--- config.mk ---
export PLATFORM = sky130hd
export DESIGN_NAME = alu_seq
export DESIGN_NICKNAME = d
export VERILOG_FILES = /design/src/rtl/alu_seq.sv
export SDC_FILE = /design/constraint.sdc
export NUM_CORES = 1
export LEC_CHECK = 0
export BUFFER_PORTS_ARGS = -buffer_cell sky130_fd_sc_hd__buf_4
export CORE_ASPECT_RATIO = 0.75
export CORE_MARGIN = 4
export CORE_UTILIZATION = 40
export DETAILED_ROUTE_END_ITERATION = 10
export PLACE_DENSITY = 0.62
export SLEW_MARGIN = 20
export SYNTH_ARGS = -nofsm -noshare
export SYNTH_HDL_FRONTEND = slang
export SYNTH_SLANG_ARGS = --single-unit
--- constraint.sdc ---
create_clock -name clk -period 5.1 [get_ports clk]
set_clock_uncertainty 0.15 [all_clocks]
set_input_delay 0.765 -clock clk [delete_from_list [all_inputs] [get_ports clk]]
set_output_delay 0.765 -clock clk [all_outputs]
set_load 0.03 [all_outputs]
--- src/rtl/alu_seq.sv ---
// Sequencer that runs an 8-bit op in one pass, or a 16-bit op in two passes,
// through an external combinational byte ALU. The carry is chained from the low pass into the high pass.
module alu_seq (
  input  logic        clk,
  input  logic        rst,
  input  logic        start,
  input  logic        wide,
  input  logic [7:0]  op_lo,
  input  logic [7:0]  op_hi,
  input  logic        cin,
  input  logic [15:0] a_in,
  input  logic [15:0] b_in,
  output logic [7:0]  alu_a,
  output logic [7:0]  alu_b,
  output logic [7:0]  alu_cins,
  output logic        alu_oe,
  output logic        alu_carryin,
  input  logic [7:0]  alu_out,
  input  logic        alu_carryout,
  input  logic        alu_overout,
  input  logic        alu_cmpo,
  output logic [15:0] result,
  output logic        flag_c,
  output logic        flag_v,
  output logic        flag_z,
  output logic        flag_n,
  output logic        flag_cmp,
  output logic        busy,
  output logic        done
);

  typedef enum logic [1:0] {S_IDLE, S_LO, S_HI, S_DONE} state_e;

  typedef struct packed {
    logic c;
    logic v;
    logic z;
    logic n;
    logic cmp;
  } flags_t;

  state_e      state_q, state_d;
  logic        wide_q, wide_d;
  logic [7:0]  op_lo_q, op_lo_d;
  logic [7:0]  op_hi_q, op_hi_d;
  logic        cin_q, cin_d;
  logic [15:0] a_q, a_d;
  logic [15:0] b_q, b_d;
  logic [7:0]  lo_res_q, lo_res_d;
  logic        lo_carry_q, lo_carry_d;
  logic [15:0] result_q, result_d;
  flags_t      flags_q, flags_d;

  always_comb begin
    // NOTE: every signal written here gets a default first, so no path leaves
    // a value unassigned and no latch is inferred.
    state_d     = state_q;
    wide_d      = wide_q;
    op_lo_d     = op_lo_q;
    op_hi_d     = op_hi_q;
    cin_d       = cin_q;
    a_d         = a_q;
    b_d         = b_q;
    lo_res_d    = lo_res_q;
    lo_carry_d  = lo_carry_q;
    result_d    = result_q;
    flags_d     = flags_q;
    alu_a       = 8'h00;
    alu_b       = 8'h00;
    alu_cins    = 8'h00;
    alu_oe      = 1'b0;
    alu_carryin = 1'b0;

    case (state_q)
      S_IDLE: begin
        if (start) begin
          wide_d  = wide;
          op_lo_d = op_lo;
          op_hi_d = op_hi;
          cin_d   = cin;
          a_d     = a_in;
          b_d     = b_in;
          state_d = S_LO;
        end
      end
      S_LO: begin
        alu_a       = a_q[7:0];
        alu_b       = b_q[7:0];
        alu_cins    = op_lo_q;
        alu_oe      = 1'b1;
        alu_carryin = cin_q;
        lo_res_d    = alu_out;
        lo_carry_d  = alu_carryout;
        if (wide_q) begin
          state_d = S_HI;
        end else begin
          // Narrow ops publish straight from the low pass with the high byte forced to zero.
          state_d     = S_DONE;
          result_d    = {8'h00, alu_out};
          flags_d.c   = alu_carryout;
          flags_d.v   = alu_overout;
          flags_d.z   = (alu_out == 8'h00);
          flags_d.n   = alu_out[7];
          flags_d.cmp = alu_cmpo;
        end
      end
      S_HI: begin
        alu_a       = a_q[15:8];
        alu_b       = b_q[15:8];
        alu_cins    = op_hi_q;
        alu_oe      = 1'b1;
        alu_carryin = lo_carry_q;
        state_d     = S_DONE;
        result_d    = {alu_out, lo_res_q};
        flags_d.c   = alu_carryout;
        flags_d.v   = alu_overout;
        flags_d.z   = ({alu_out, lo_res_q} == 16'h0000);
        flags_d.n   = alu_out[7];
        flags_d.cmp = alu_cmpo;
      end
      S_DONE: begin
        state_d = S_IDLE;
      end
      default: begin
        state_d = S_IDLE;
      end
    endcase
  end

  always_ff @(posedge clk) begin
    // NOTE: state is updated only with non-blocking assignments, so every flop
    // samples its pre-edge value regardless of statement order.
    if (rst) begin
      state_q    <= S_IDLE;
      wide_q     <= 1'b0;
      op_lo_q    <= 8'h00;
      op_hi_q    <= 8'h00;
      cin_q      <= 1'b0;
      a_q        <= 16'h0000;
      b_q        <= 16'h0000;
      lo_res_q   <= 8'h00;
      lo_carry_q <= 1'b0;
      result_q   <= 16'h0000;
      flags_q    <= '0;
    end else begin
      state_q    <= state_d;
      wide_q     <= wide_d;
      op_lo_q    <= op_lo_d;
      op_hi_q    <= op_hi_d;
      cin_q      <= cin_d;
      a_q        <= a_d;
      b_q        <= b_d;
      lo_res_q   <= lo_res_d;
      lo_carry_q <= lo_carry_d;
      result_q   <= result_d;
      flags_q    <= flags_d;
    end
  end

  assign result   = result_q;
  assign flag_c   = flags_q.c;
  assign flag_v   = flags_q.v;
  assign flag_z   = flags_q.z;
  assign flag_n   = flags_q.n;
  assign flag_cmp = flags_q.cmp;
  assign busy     = (state_q != S_IDLE);
  assign done     = (state_q == S_DONE);

endmodule
# After elaboration in Yosys (flattened, before gate mapping)

Cells that the tools add are included.

Logic and storage cells: 40
Register bits after elaboration: 82
Output and inout port bits: 49
Input bits: 64

Mux-type cells: 12
Equal/unequal tests: 5
Reduce and logical (&&, ||, !) cells: 8

Operators with widths:

| cell               | number |
|---|---|
| $pmux 8 s2         | 3 |
| $pmux 16 s2        | 1 |
| $logic_not 16->1   | 1 |
| $mux 16            | 1 |
| $pmux 5 s2         | 1 |
| $logic_not 8->1    | 1 |
| $pmux 2 s4         | 1 |
| $mux 5             | 1 |
| $eq 2x2->1 const B | 2 |
| $ne 2x2->1 const B | 2 |
| $reduce_and 2->1   | 2 |
| $reduce_bool 2->1  | 2 |
| $eq 2x1->1 const B | 1 |
| $logic_not 2->1    | 1 |
| $mux 1             | 2 |
| $mux 2             | 1 |
| $pmux 1 s2         | 1 |
| $reduce_or 2->1    | 1 |

# Logic depth before layout (Yosys ltp)

Gate-level depths: netlist (run 1).

Word-level depth: 3
Gate-level depth with buffers: 7
Mapped depth without buffers: 5

# Worst setup path after synthesis (run 1)

Ideal clock, no wire load.

Path type: flip-flop to output port
From: reg state_q[1]
To: out alu_a[0]
Cell stages (with the launch flop): 5
Data arrival time: 1.689 ns
Slack: 2.496 ns
Path through: dfxtp_1 inv_1 ha_1 clkbuf_1 nor2b_1

Longest elaborated chain between the ends: 2

Ends and longest elaborated chain:

| element                                  | line | RTL |
|---|---|---|
| start, declared                          | 42   | `state_e state_q, state_d;` |
| start signal, assigned                   | 146  | `state_q <= state_d;` |
| $eq 2x2->1 or $eq 2x1->1 (tied branches) | 74   | `case (state_q)` |
| $pmux 8 s2 *                             | 74   |  |
| end, declared                            | 13   | `output logic [7:0] alu_a,` |

Every way passes the cells marked *; elsewhere a longest branch is shown, timed or not.

# Worst setup path in the final report (run 1)

From: reg state_q[0]
To: out alu_carryin

Longest elaborated chain between the ends: 2

Ends and longest elaborated chain:

| element                                  | line | RTL |
|---|---|---|
| $eq 2x2->1 or $eq 2x1->1 (tied branches) | 74   |  |
| $pmux 1 s2 *                             | 74   |  |
| end, declared                            | 17   | `output logic alu_carryin,` |

Marked as above.

==> results of run 1 <==
## stage by stage
stage / utilization / cell area, um^2 / power [uW]
final: 0.5444 / 4662 / 2703
after global routing: 0.5444 / 4662 / 2875
after CTS: 0.5444 / 4662 / 2730
after detailed placement: 0.5089 / 4358 / 2072
after global placement: 0.5089 / 4358 / 2055
after floorplan: - / 3566 / 1776
## critical path: cells and delay by family, from the launching register on
kind	cells	cell delay [ps]
buffers and inverters	2	340
and+or+nand+nor	1	230
AOI/OAI and AO/OA	1	150
adders and majority gates	1	890
DFF	1	330
## cell families (layout without fill, tap and decap cells)
kind of cell,after synthesis,after routing
simple gates,169,169
compound gates,112,112
flops,82,82
buf+inv,41,133
mux,18,18
fa+ha+maj,5,5
## cells in the final DEF, fill, tap and decap left out, drive strengths merged
| cell type | n |
|---|---|
| a211oi | 8 |
| a21boi | 1 |
| a21oi | 62 |
| a221oi | 1 |
| a22oi | 25 |
| and2 | 1 |
| and2b | 2 |
| buf | 113 |
| bufinv | 1 |
| clkbuf | 11 |
| clkinv | 3 |
| dfxtp | 82 |
| ha | 5 |
| inv | 5 |
| mux2i | 18 |
| nand2 | 102 |
| nand2b | 3 |
| nand3 | 12 |
| nor2 | 11 |
| nor2b | 25 |
| nor3 | 10 |
| nor4 | 3 |
| o2111ai | 1 |
| o211ai | 8 |
| o21ai | 5 |
| o32ai | 1 |
## area by class of cell
type,count,area [um^2]
well taps,108,135.1
clock buffers,11,242.7
flip-flops and latches,82,1642
multi-input cells,304,1718
repair buffers,113,848.3
fillers,800,3901
clock inverters,5,61.31
inverters,4,15.01
## final timing paths
path | cells after the start | slack, ps | endpoint | startpoint
max | 5 | 1900 | alu_carryin | state_q[0]$_SDFFE_PP0P_
min | 2 | 300 | op_hi_q[7]$_SDFFE_PP0P_ | op_hi_q[7]$_SDFFE_PP0P_
max reg2reg | 5 | 2430 | result[8]$_SDFFE_PP0P_ | state_q[0]$_SDFFE_PP0P_
min reg2reg | 2 | 300 | op_hi_q[7]$_SDFFE_PP0P_ | op_hi_q[7]$_SDFFE_PP0P_
## layer usage
layer / vias to the layer above / routed length (um) / GRT usage
met2: 90 / 4340 / 0.2704
met5: - / 0 / 0
met3: 6 / 732 / 0.04362
met1: 1497 / 4649 / 0.2689
li1: 1637 / - / -
met4: 0 / 76 / 0.04298
## registers in the layout, indices dropped and copies added (netlist names), 2 cells and up
register  flops
a_q          16
b_q          16
lo_res_q      8
op_hi_q       8
op_lo_q       8
result       16
state_q       2
## report_power, final
group / switching [uW] / internal, uW / total, uW
registers: 84.4 / 789 / 874
clock network: 255 / 395 / 650
logic: 749 / 431 / 1180
==> results.cfg, run 1 <==
[status]
status = completed

[power]
p_leak_uw = 0.001834
irDropWorstVdd_uv = 289.0
power.density_nw_per_um2 = 579.8

[yosys]
ys_types = 31
synth_ff_type = dfxtp_1
synth_top_family_by_area = simple AND/OR/NAND/NOR gates
synth-seq-cells = 82
synthAdderAreaFrac = 0.01754
yosysWarnings = 0
synth_top_cell_area_share = 0.4604
synthMuxAreaShare = 0.05053
synth_area_per_cell_um2 = 8.351
postSynthCellCount = 427
ys_seq_area_frac = 0.4604
synth_common_cells = nand2_1, dfxtp_1, a21oi_1
async_flop_share = 0
syn_area_um2 = 3566
synth_area_leader_cell = dfxtp_1
yosys.area_share.simple = 0.2123
yosysMostFrequentCell = nand2_1
synth_compound_area_frac = 0.1996
netlist_top_cells_area = dfxtp_1, nand2_1, a21oi_1, a22oi_1, mux2i_1
synth_edf_count = 0
synth_xor_xnor_area_share = 0
synthesis.nets = 496

[sta]
worst_pin_slew_ps = 1021
tns_ps = 0
period_share = 0.6267
fin_crit_ps = 3196
hold_ws_ps = 302.0
hold_violations = 0
slew_violations = 0
max-slew-margin-rel = 0.3191
rsz0062_at_grt = no
finalSetupViolCount = 0
clock.fmax_mhz = 312.9
fin_ws_ps = 1904

[min_path]
hold_path_class = flip-flop to flip-flop

[cts]
hold_buffers = 0
tritoncts = yes
post_cts_resized = 0
post-cts-setup-buffer-count = 0
cts_buffers = 9
cts_buffer_depth = 2
cts_sinks = 82
clkLatencyLatePin_ps = 330
clock-root-buffer = clkbuf_16
htreeDepth = 3
clk_pin_slew_ps = 60

[setup_path]
cp_slowest_cell = ha_2
crit_chain = inv_1 -> ha_2 -> a22oi_1 -> nor2b_1 -> buf_4
crit_path_max_incr_delay_ps = 890
endpoint_kind = output port
cp.arrival_ps = 2280
criticalPathCategory = flip-flop to output port
critPathMaxFanout = 44
cp-start-kind = flip-flop
required_ps = 4180

[placement]
place_hpwl_um = 6362
finalWeightedCongestion = 0.7775
dp_slack_ps = 2237
dp_cells = 611
io_buffers = 112

[global_route]
antenna_found_initial = 0
grt_max_degree = 84
grt_pass1_wl_um = 15630
first_global_vias = 3076
overflow = 0
grt.total_usage = 0.1830

[floorplan]
io_pins = 113
die_y_um = 89.77
initial_core_util = 0.4164
die_area_um2 = 10510
die_x_um = 117.0
row_count = 29
core_um2 = 8563

[drt]
drtPass1Iterations = 4
vias = 3230
vias_per_cell = 5.152
wl_um = 9799
wl_per_cell_um = 15.63
ant_nets = 0
drt-initial-drc-count = 195
drc = 0

[final_layout]
antenna_cells = 0
area_growth_pct = 30.74
final_cells = 627
fin_nets = 583
drive_gt1_frac = 0.2717

[run]
cap_viol_max_count = 0
(Power assumes the default switching activity.)
==> run 2: changes to the inputs <==
clock period = 3 ns   (was 5.1 ns; I/O delays follow)
==> run 2 against run 1 <==
  * Sequential power up 70%
  * Total power rose by 73%
  * Largest cell class unchanged
  * Core utilization up 0.48 points
  * Final area grew 0.89%
  * Sequential share of layout area decreased by 0.31 points
  * Hold slack worse by 83 ps
  * Final cell count rose by 0.48%
  * Worst setup slack worse by 1600 ps
  * Clock power up 75%
  * Global-route usage is 0.24 points higher
  * Routed wire length rose by 0.95%
  * Combinational power increased by 73%
  * Largest power group unchanged
==> results.cfg, run 2 (same netlist as run 1, synthesis figures left out) <==
[setup_path]
worst-path-buf-inv = 2
critical_path.top_delay_family = adder cells
required_ps = 2400
worstSetupStartpoint = state_q[0]$_SDFFE_PP0P_
crit_path_max_incr_delay_ps = 810
cp.arrival_ps = 2090
criticalPathCategory = flip-flop to output port
endpoint_kind = output port
cp-start-kind = flip-flop
critPathMaxFanout = 27
crit_chain = inv_1 -> ha_1 -> nor2b_1 -> buf_4
r2r_start = state_q[0]$_SDFFE_PP0P_
cp_slowest_cell = ha_1

[global_route]
grt.total_usage = 0.1854
antenna_found_initial = 0
overflow = 0
grt_max_degree = 72
grt_pass1_wl_um = 15770
first_global_vias = 3184

[placement]
finalWeightedCongestion = 0.7762
place_hpwl_um = 6683
io_buffers = 112

[drt]
dr.max_layer_used = met4
vias_per_cell = 5.181
drtPass1Iterations = 4
routed-wl-met3_um = 682
drt-initial-drc-count = 215
ant_nets = 0
drc = 0
wl_met1_um = 4659
wl_um = 9892
met2_length_um = 4483
wl_per_cell_um = 15.70
vias = 3264

[cts]
tritoncts = yes
clkLatencyLatePin_ps = 320
clk_pin_slew_ps = 60
post_cts_resized = 0
htreeDepth = 3
clock-root-buffer = clkbuf_16
cts_buffers = 9
hold_buffers = 0
cts_buffer_depth = 2
cts_sinks = 82
post-cts-setup-buffer-count = 0

[floorplan]
die_y_um = 89.77
io_pins = 113
die_area_um2 = 10510
die_x_um = 117.0
core_um2 = 8563
row_count = 29
initial_core_util = 0.4164

[sta]
hold_ws_ps = 219.4
max-slew-margin-rel = 0.4708
rsz0062_at_grt = no
slew_violations = 0
hold_violations = 0
fin_crit_ps = 2689
tns_ps = 0
clock.fmax_mhz = 371.9
period_share = 0.8962
finalSetupViolCount = 0
worst_pin_slew_ps = 793.8

[min_path]
hold_path_class = input port to flip-flop
worstHoldStart = op_hi[4]

[power]
p_leak_uw = 0.001861
irDropWorstVdd_uv = 350.8
power.density_nw_per_um2 = 993.8

[final_layout]
drive_gt1_frac = 0.2759
fin_nets = 588
area_growth_pct = 31.89
antenna_cells = 0
final_util = 0.5492
fillerInstances = 852
final_cell_mix = buf_4, nand2_1, dfxtp_1
mostFrequentLayoutCell = buf_4

[status]
status = completed

[run]
cap_viol_max_count = 0
run 2: cell types whose count changed in the layout (fill, tap and decap cells not counted):
| cell | previous run | this run |
|---|---|---|
| buf_4 | 113 | 118 |
| clkinv_4 | 2 | 0 |
| bufinv_16 | 1 | 2 |
| inv_6 | 1 | 0 |
run 2: final timing paths:
path	end	slack [ps]	cells past startpoint
setup / recovery	alu_carryin	310	4
hold / removal	op_hi_q[4]$_SDFFE_PP0P_	220	3
setup reg to reg	result[2]$_SDFFE_PP0P_	610	5
hold reg to reg	a_q[8]$_SDFFE_PP0P_	300	2
run 2: area by class of cell:
cell class                      instances  area (um^2)  share of cell area
Multi-Input combinational cell        304         1718              0.3653
Inverter                                4        15.01            0.003192
Tap cell                              108        135.1             0.02873
Timing Repair Buffer                  118        885.9              0.1883
Sequential cell                        82         1642              0.3490
Clock inverter                          3        65.06             0.01383
Clock buffer                           11        242.7             0.05161
run 2: layer usage:
metal | vias up | global-route usage
met5 | - | 0
met4 | 0 | 0.05062
met3 | 4 | 0.04698
met2 | 95 | 0.2756
met1 | 1520 | 0.2661
li1 | 1645 | -
run 2: stage by stage:
step           area (um^2)  total power [uW]  instances  worst slack [ps]
5_1_grt               4703              4964        630             116.1
3_3_place_gp          4395              3516        616             667.7
6_report              4703              4674        630             311.3
3_5_place_dp          4395              3561        616             631.5
2_1_floorplan         3566              3019        427             711.4
4_1_cts               4703              4719        630             281.6
run 2: worst register-to-register path, stage by stage (launching register included):
cell and delay, ps:
dfxtp_1 340, inv_1 150, ha_2 620, and2b_1 690, nor3_1 150, a211oi_2 220
run 2: power breakdown:
| group | internal [uW] | total (uW) | leakage, uW | switching (uW) |
|---|---|---|---|---|
| combinational | 757 | 2040 | 0.00104 | 1290 |
| sequential | 1340 | 1490 | 0.000671 | 145 |
| clock | 741 | 1140 | 0.000151 | 402 |
==> run 3: changes to the inputs <==
ABC_AREA = 1   (was default)
==> run 3 against run 2 <==
  * Combinational power shrank 18%
  * Critical path depth up 1
  * Largest power group unchanged
  * Via count is 3.4% higher
  * Routed wire length down 3.9%
  * Clock-buffer cell count grew 4
  * Highest routed layer unchanged
  * Flip-flop and latch count is the same
  * Register-to-register slack better by 180 ps
  * Worst setup slack lost 73 ps
==> results.cfg, run 3 <==
[drt]
ant_nets = 0
drc = 0
drtPass1Iterations = 4
vias = 3374
wl_um = 9508
vias_per_cell = 4.876
wl_per_cell_um = 13.74
drt-initial-drc-count = 216

[setup_path]
crit_top_cell = inv_1
criticalPathCategory = flip-flop to output port
cp-start-kind = flip-flop
r2r-end = flag_n$_SDFFE_PP0P_
r2r_start = state_q[1]$_SDFFE_PP0P_
endpoint_kind = output port
critPathMaxFanout = 25
ff2ff_setup_slack_ps = 790
crit_chain = inv_1 -> ha_1 -> inv_1 -> a21oi_1 -> buf_4
worst-path-buf-inv = 3
cp.arrival_ps = 2160
critical_path.top_delay_family = buffers and inverters
worstRegToRegCells = 7
cp_slowest_cell = inv_1
worstSetupStartpoint = state_q[0]$_SDFFE_PP0P_
worst-path-stages = 5
required_ps = 2400
crit_path_max_incr_delay_ps = 630
crit_path_end = alu_b[5]

[final_layout]
final_cell_mix = nand2_1, buf_4, a21oi_1
mostFrequentLayoutCell = nand2_1
fillerInstances = 842
drive_gt1_frac = 0.2671
fin_nets = 648
fin_area_um2 = 4652
area_growth_pct = 32.17
antenna_cells = 0

[sta]
hold_violations = 0
hold_ws_ps = 223.0
period_share = 0.9206
rsz0062_at_grt = no
tns_ps = 0
worst_pin_slew_ps = 936.5
fin_crit_ps = 2762
finalSetupViolCount = 0
slew_violations = 0
clock.fmax_mhz = 362.1
max-slew-margin-rel = 0.3757

[cts]
htreeDepth = 3
hold_buffers = 0
post-cts-setup-buffer-count = 0
clock-root-buffer = clkbuf_16
clk_pin_slew_ps = 60
tritoncts = yes
cts_sinks = 82
cts_buffers = 9
cts_buffer_depth = 2
post_cts_resized = 0
clkLatencyLatePin_ps = 330

[placement]
place_hpwl_um = 6378
io_buffers = 112
dpl_cell_area_um2 = 4334
finalWeightedCongestion = 0.7648

[power]
p_leak_uw = 0.001898
power.density_nw_per_um2 = 920.4
irDropWorstVdd_uv = 785.1

[min_path]
hold_path_class = input port to flip-flop
min_path_cells = 3

[yosys]
synth-seq-cells = 82
async_flop_share = 0
synth_area_leader_cell = dfxtp_1
synthesis.nets = 556
synth_ff_type = dfxtp_1
synth_edf_count = 0
netlist_top_cells_area = dfxtp_1, nand2_1, a21oi_1, buf_2, a211oi_1
yosysWarnings = 0
ys_seq_area_frac = 0.4664
synth_common_cells = nand2_1, a21oi_1, dfxtp_1
ys_types = 20
synth_top_cell_area_share = 0.4664
yosysMostFrequentCell = nand2_1
postSynthCellCount = 487
synth_area_per_cell_um2 = 7.227
syn_area_um2 = 3520

[global_route]
overflow = 0
grt_pass1_wl_um = 15360
grt.total_usage = 0.1883
grt_max_degree = 83
antenna_found_initial = 0
first_global_vias = 3114

[floorplan]
die_x_um = 116.3
initial_core_util = 0.4128
row_count = 29
io_pins = 113
die_area_um2 = 10380
die_y_um = 89.24
core_um2 = 8527

[run]
cap_viol_max_count = 0

[status]
status = completed
run 3: changes by cell type after synthesis, sizes merged, moves of 12 or more:
cell and change:
mux2i -18, nor2b -25, a21oi +35, a22oi -25, nand2 +101, inv +12
run 3: where the power goes:
part / leakage [uW] / total [uW] / internal [uW] / switching (uW)
clock network: 0.000156 / 1150 / 736 / 409
logic: 0.00107 / 1680 / 526 / 1150
registers: 0.000671 / 1460 / 1320 / 132
run 3: logic make-up after synthesis:
kind of cell               count (synthesis)  synth area share
and+or+nand+nor                          230            0.2574
DFF                                       82            0.4664
buffers and inverters                     53           0.07643
AOI/OAI and AO/OA                        117            0.1820
adders and majority gates                  5           0.01777
run 3: area by class of cell:
cell class              count  area [um^2]  share of cell area
well taps                 108        135.1             0.02905
inverters                  17        65.06             0.01399
clock inverters             1        30.03            0.006455
repair buffers            117        878.3              0.1888
flip-flops and latches     82         1642              0.3529
clock buffers              15        287.8             0.06186
multi-input cells         352         1614              0.3470
run 3: worst min-delay path: cells and delay by family:
family          cells  cell delay (ps)
compound gates      1              100
simple gates        1               40
buf+inv             1               70
run 3: worst min path at each step:
stage | start | to | slack, ps
CTS | a_in[3] | a_q[3]$_SDFFE_PP0P_ | 210
detailed placement | op_hi_q[6]$_SDFFE_PP0P_ | op_hi_q[6]$_SDFFE_PP0P_ | 310
global placement | flag_cmp$_SDFFE_PP0P_ | flag_cmp$_SDFFE_PP0P_ | 300
global route | a_in[3] | a_q[3]$_SDFFE_PP0P_ | 220
finish | a_in[3] | a_q[3]$_SDFFE_PP0P_ | 220
floorplan | lo_carry_q$_SDFFE_PP0N_ | lo_carry_q$_SDFFE_PP0N_ | 290
run 3: per-stage QoR:
| step | std cells | total power [uW] | setup slack [ps] | util |
|---|---|---|---|---|
| 3_5_place_dp | 676 | 3169 | 564.2 | 0.5083 |
| 4_1_cts | 692 | 4329 | 207.1 | 0.5456 |
| 2_1_floorplan | 487 | 2741 | 605.5 | - |
| 3_3_place_gp | 676 | 3144 | 698.7 | 0.5083 |
| 6_report | 692 | 4282 | 238.1 | 0.5456 |
| 5_1_grt | 692 | 4580 | 62.93 | 0.5456 |
run 3: routing by layer:
metal / share of wire / global-route usage / wire, um
met1: 0.50 / 0.2731 / 4743
met2: 0.43 / 0.2690 / 4085
met3: 0.062 / 0.06225 / 592
met4: 0.0092 / 0.04742 / 87
met5: 0 / 0 / 0
